$ cat config.mk
export PLATFORM = sky130hd
export DESIGN_NAME = bch_31_chien_corrector
export DESIGN_NICKNAME = d
export VERILOG_FILES = /design/src/rtl/bch_31_chien_corrector.sv
export SDC_FILE = /design/constraint.sdc
export NUM_CORES = 1
export LEC_CHECK = 0
export ABC_AREA = 1
export BUFFER_PORTS_ARGS = -buffer_cell sky130_fd_sc_hd__buf_2
export CAP_MARGIN = 5
export CORE_MARGIN = 2
export CORE_UTILIZATION = 63
export DETAILED_ROUTE_END_ITERATION = 6
export PLACE_DENSITY = 0.86
export RECOVER_POWER = 100
export SLEW_MARGIN = 40
export SYNTH_ARGS = -nofsm -noshare
export SYNTH_HDL_FRONTEND = slang
export SYNTH_SLANG_ARGS = --single-unit
$ cat constraint.sdc
create_clock -name clk -period 8.4 [get_ports clk]
set_clock_uncertainty 0.2 [all_clocks]
set_input_delay 0.42 -clock clk [delete_from_list [all_inputs] [get_ports clk]]
set_output_delay 0.42 -clock clk [all_outputs]
set_load 0.01 [all_outputs]
$ cat src/rtl/bch_31_chien_corrector.sv
// Serial Chien search and bit corrector for the t=2 BCH(31) decoder.
// Evaluates 1 + lambda1*x + lambda2*x^2 at x = alpha^i, one element per clock, and flips located bits.
module bch_31_chien_corrector #(
  parameter int         N         = 31,
  parameter logic [4:0] PRIM_POLY = 5'b00101
) (
  input  logic         clk,
  input  logic         rst,
  input  logic         in_valid,
  output logic         in_ready,
  input  logic [4:0]   lambda1,
  input  logic [4:0]   lambda2,
  input  logic [N-1:0] rx_word,
  output logic         out_valid,
  input  logic         out_ready,
  output logic [N-1:0] data_out,
  output logic [1:0]   err_count,
  output logic         uncorrectable
);

  localparam logic [1:0] IDLE   = 2'd0;
  localparam logic [1:0] SEARCH = 2'd1;
  localparam logic [1:0] DONE   = 2'd2;

  localparam logic [4:0] LAST_STEP = 5'(N - 1);

  logic [1:0]   state;
  logic [N-1:0] work_word;
  logic [N-1:0] rx_latch;
  logic [4:0]   r1;
  logic [4:0]   r2;
  logic [4:0]   step;
  logic [1:0]   roots;
  logic [1:0]   exp_deg;

  logic [4:0]   sum;
  logic         hit;
  logic [4:0]   pos;
  logic [N-1:0] flip_mask;
  logic [N-1:0] word_step;
  logic [1:0]   roots_step;
  logic [1:0]   count_sat;
  logic         match;

  function automatic logic [4:0] mul_alpha(input logic [4:0] a);
    return {a[3:0], 1'b0} ^ (a[4] ? PRIM_POLY : 5'b00000);
  endfunction

  // A root at alpha^i marks error position -i mod 31, so step 0 maps to bit 0.
  always_comb begin
    sum        = 5'b00001 ^ r1 ^ r2;
    hit        = (sum == 5'd0);
    pos        = (step == 5'd0) ? 5'd0 : (5'(N) - step);
    flip_mask  = {{(N-1){1'b0}}, 1'b1} << pos;
    word_step  = hit ? (work_word ^ flip_mask) : work_word;
    roots_step = (hit && (roots != 2'd3)) ? (roots + 2'd1) : roots;
    count_sat  = (roots_step == 2'd3) ? 2'd2 : roots_step;
    match      = (roots_step == exp_deg);
  end

  always_ff @(posedge clk or posedge rst) begin
    if (rst) begin
      state         <= IDLE;
      in_ready      <= 1'b0;
      out_valid     <= 1'b0;
      data_out      <= '0;
      err_count     <= 2'd0;
      uncorrectable <= 1'b0;
      work_word     <= '0;
      rx_latch      <= '0;
      r1            <= 5'd0;
      r2            <= 5'd0;
      step          <= 5'd0;
      roots         <= 2'd0;
      exp_deg       <= 2'd0;
    end else begin
      case (state)
        IDLE: begin
          in_ready <= 1'b1;
          if (in_valid && in_ready) begin
            in_ready  <= 1'b0;
            work_word <= rx_word;
            rx_latch  <= rx_word;
            r1        <= lambda1;
            r2        <= lambda2;
            step      <= 5'd0;
            roots     <= 2'd0;
            exp_deg   <= (lambda2 != 5'd0) ? 2'd2 :
                         (lambda1 != 5'd0) ? 2'd1 : 2'd0;
            state     <= SEARCH;
          end
        end
        SEARCH: begin
          work_word <= word_step;
          roots     <= roots_step;
          r1        <= mul_alpha(r1);
          r2        <= mul_alpha(mul_alpha(r2));
          step      <= step + 5'd1;
          // The final step's root must be folded into the result registered here.
          if (step == LAST_STEP) begin
            state         <= DONE;
            out_valid     <= 1'b1;
            data_out      <= match ? word_step : rx_latch;
            err_count     <= count_sat;
            uncorrectable <= !match;
          end
        end
        DONE: begin
          if (out_ready) begin
            state         <= IDLE;
            in_ready      <= 1'b1;
            out_valid     <= 1'b0;
            data_out      <= '0;
            err_count     <= 2'd0;
            uncorrectable <= 1'b0;
          end
        end
        default: begin
          state    <= IDLE;
          in_ready <= 1'b0;
        end
      endcase
    end
  end

endmodule

==> metrics.md <==
| Metric | Value |
|---|---|
| 1st-iter DRT viols | 583 |
| P_leak | 3.60 nW |
| Seq/Total Area, Yosys | 47.1% |
| Max Fclk | about 220 MHz |
| Distinct cells, synth | 37 |
| IO Count | 81 |
| Dpl cell area | approximately 6700 um2 |
| Total CTS buffers | 17 |
| Top Metal Used | met4 |
| Final Hold Violating Endpoints | 0 |
| Met1 wire length | around 6700 um |
| Req. time, crit path | 8.62 ns |
| Share of layout cells above drive strength 1 | 11.2% |
| Clock latency on the worst-skew pair | 0.54 ns |
| Hold Crit Class | in -> reg |
| Kind of critical path | reg -> reg |
| Main synth FF type | dfrtp_1 |
| H-tree depth | 4 |
| Rows | 36 |
| CTS tree | built |
| PwrDens | 387 nW/um2 |
| Drt pass-1 iters | 6 |
| Met2 wire len | ~8000 um |
| Number of global-route vias before repair | 5920 |
| Share of the synthesized area in the top cell type | 47.1% |
| Cell Count, Final, Fillers Out | 1042 |
| Startpoint Class | register |
| Syn avg cell area | 7.90 um2 |
| Initial core utilization | 64.7% |
| Vias post-DR | 6068 |
| Worst slew pin tran | 2.27 ns |
| Final setup viols | 0 |
| Ant. Diodes | 0 |
| Syn nets | 851 |
| Detailed Place HPWL | 9890 um |
| Final Net Count | 950 |
| Register area | 2980 um2 |
| Placed Instances | 975 |
| Clock net sink count | 119 |
| Slew HR | -51.4% |
| DRT Wirelength | 16700 um |
| Max-Cap Viols | 2 |
| Pre-CTS setup slack | 4.84 ns |
| Die height | about 100 um |
| DRC Markers | 0 |
| Worst Path Max Fanout | 51 |
| Initial antenna violation count | 0 |
| Most common cell in the netlist | nand2_1 |
| Post-synthesis async set-or-reset flop share | 100% |
| Synth-to-Final Area Change | 19.1% |
| Synth Instances | 801 |
| GRT Total Usage | 32.7% |
| Status | complete, but fails checks |
| Tcrit/Tclk final | ~53% |
| Grt ovf | 0 |
| Die width | ~100 um |
| Met3 Routed Length | ~1200 um |
| Maximum clock path buffer count | 2 |
| EDFF count, synth | 0 |
| Max Transition Viols Final | 92 |
| Routed len/inst | approximately 16 um |
| Area leader, netlist | dfrtp_1 |
| WP data arrival | 4.67 ns |
| Worst VDD drop | 229 uV |
| Multi-input combinational cell area | around 2700 um2 |
| Synth Register Bits | roughly 120 |
| Port bufs | 80 |
| RSZ-0062 raised after global routing | false |
| Pwr Total | 2.92 mW |
| Clk pin slew, worst setup/hold paths | about 0.050 ns |
| Antenna Violating Nets Remaining | 0 |
| Mapped cell area | 6330 um2 |
| Tmin final | 4.45 ns |
| Via/cell ratio | slightly below 6 |
| Final Cell Area | about 7500 um2 |
| Worst setup margin | 3.95 ns |
| CTS root buf | clkbuf_8 |
| Filler cells | between 700 and 800 |
| Failing checks | max-capacitance violations, max-slew violations |
| CP Capture Type | register |
| Final Wtd Congestion | 0.918 |
| Top post-synthesis cells by area | dfrtp_1, nand2_1, nand3_1 |
| Ys Warns | 0 |
| Core Box Area | 9770 um2 |
| Setup TNS | 0 ns |
| First-pass GRT wire length | around 29000 um |
| Largest net degree at the start of global routing | 82 |
| Die ar. | 10900 um2 |
| Top post-synthesis cells by count | nand2_1, dfrtp_1, nand3_1 |
## final cells by class
type / instances / area share (%)
Tap cell: 133 / 2.21
Clock buffer: 23 / 6.19
Timing Repair Buffer: 123 / 10.3
Sequential cell: 119 / 39.5
Inverter: 103 / 5.21
Clock inverter: 5 / 0.664
Multi-Input combinational cell: 536 / 35.9
## report_power, final
| part | leakage [nW] | internal, mW | switching [mW] | total [mW] |
|---|---|---|---|---|
| Sequential | 1.39 | 0.846 | 0.167 | 1.01 |
| Combinational | 1.95 | 0.397 | 0.857 | 1.25 |
| Clock | 0.259 | 0.406 | 0.244 | 0.650 |
## metal layers
metal | track usage (%) | vias up
met2 | 53.6 | 306
met1 | 41.9 | 2877
met5 | 0 | -
li1 | - | 2832
met4 | 13.9 | 0
met3 | 7.46 | 53
## cells in the final DEF, fill, tap and decap left out, drive strengths merged
master / Yosys / routed
nand4: 23 / 23
clkinvlp: 0 / 1
o211ai: 13 / 13
a21oi: 7 / 7
nand3: 105 / 105
nor4: 1 / 1
o21ai: 56 / 56
nand2: 250 / 250
dlygate4sd3: 0 / 38
o22ai: 3 / 3
nor2: 23 / 23
ha: 5 / 5
bufinv: 0 / 1
dfrtp: 119 / 119
a22oi: 1 / 1
a32o: 1 / 1
o221ai: 27 / 27
nand3b: 1 / 1
xor2: 14 / 14
clkbuf: 20 / 62
clkinv: 1 / 6
buf: 23 / 46
inv: 102 / 100
nor3: 6 / 6
## per-stage QoR
step	utilization (%)	hold slack [ns]
global route	77.1	0.0555
finish	77.1	0.0181
detailed placement	68.4	0.260
global placement	68.4	0.257
floorplan	-	0.281
CTS	77.6	0.0161
## registers in the layout, indices dropped and copies added, names as in the netlist, 2 cells and up
| register | flops |
|---|---|
| exp_deg | 2 |
| r2 | 5 |
| work_word | 31 |
| step | 5 |
| err_count | 2 |
| state | 2 |
| rx_latch | 31 |
| r1 | 5 |
| roots | 2 |
| data_out | 31 |
## critical path: stages (launching register included)
cell and delay (ns):
dfrtp_1 0.41, inv_1 0.08, nand2_1 0.09, clkbuf_1 1.61, nand2_1 0.88, clkbuf_1 0.64
o221ai_1 0.38
## kinds of logic (layout without fill, tap and decap cells)
logic type               after synthesis  in the layout  synth area share, %
AND/OR/NAND/NOR                      409            409                 29.0
XOR/XNOR                              14             14                 1.94
buffers and inverters                146            254                 10.1
AO/OA/AOI/OAI                        108            108                 10.9
adder cells (fa/ha/maj)                5              5                0.989
flip-flops                           119            119                 47.1
## path summary, 6_finish.rpt
path	end	cells after the start	startpoint	slack, ns
max	r1[4]	6	state[1]	3.95
min	r1[1]	3	lambda1[1]	0.02
max in group asynchronous	data_out[27]	4	rst	5.94
min reg2reg	data_out[13]	2	data_out[13]	0.28
min in group asynchronous	data_out[8]	3	rst	0.66
max reg2reg	r1[4]	6	state[1]	3.95
## what timing repair did
action / in CTS / in global routing
endpoints found under the hold margin: 108 / 0
endpoints found under the setup margin: 0 / 0
resized for setup: 0 / 0
setup buffers: 0 / 0
hold buffers: 38 / 0
No activity file was read; power rests on OpenSTA's default activity.
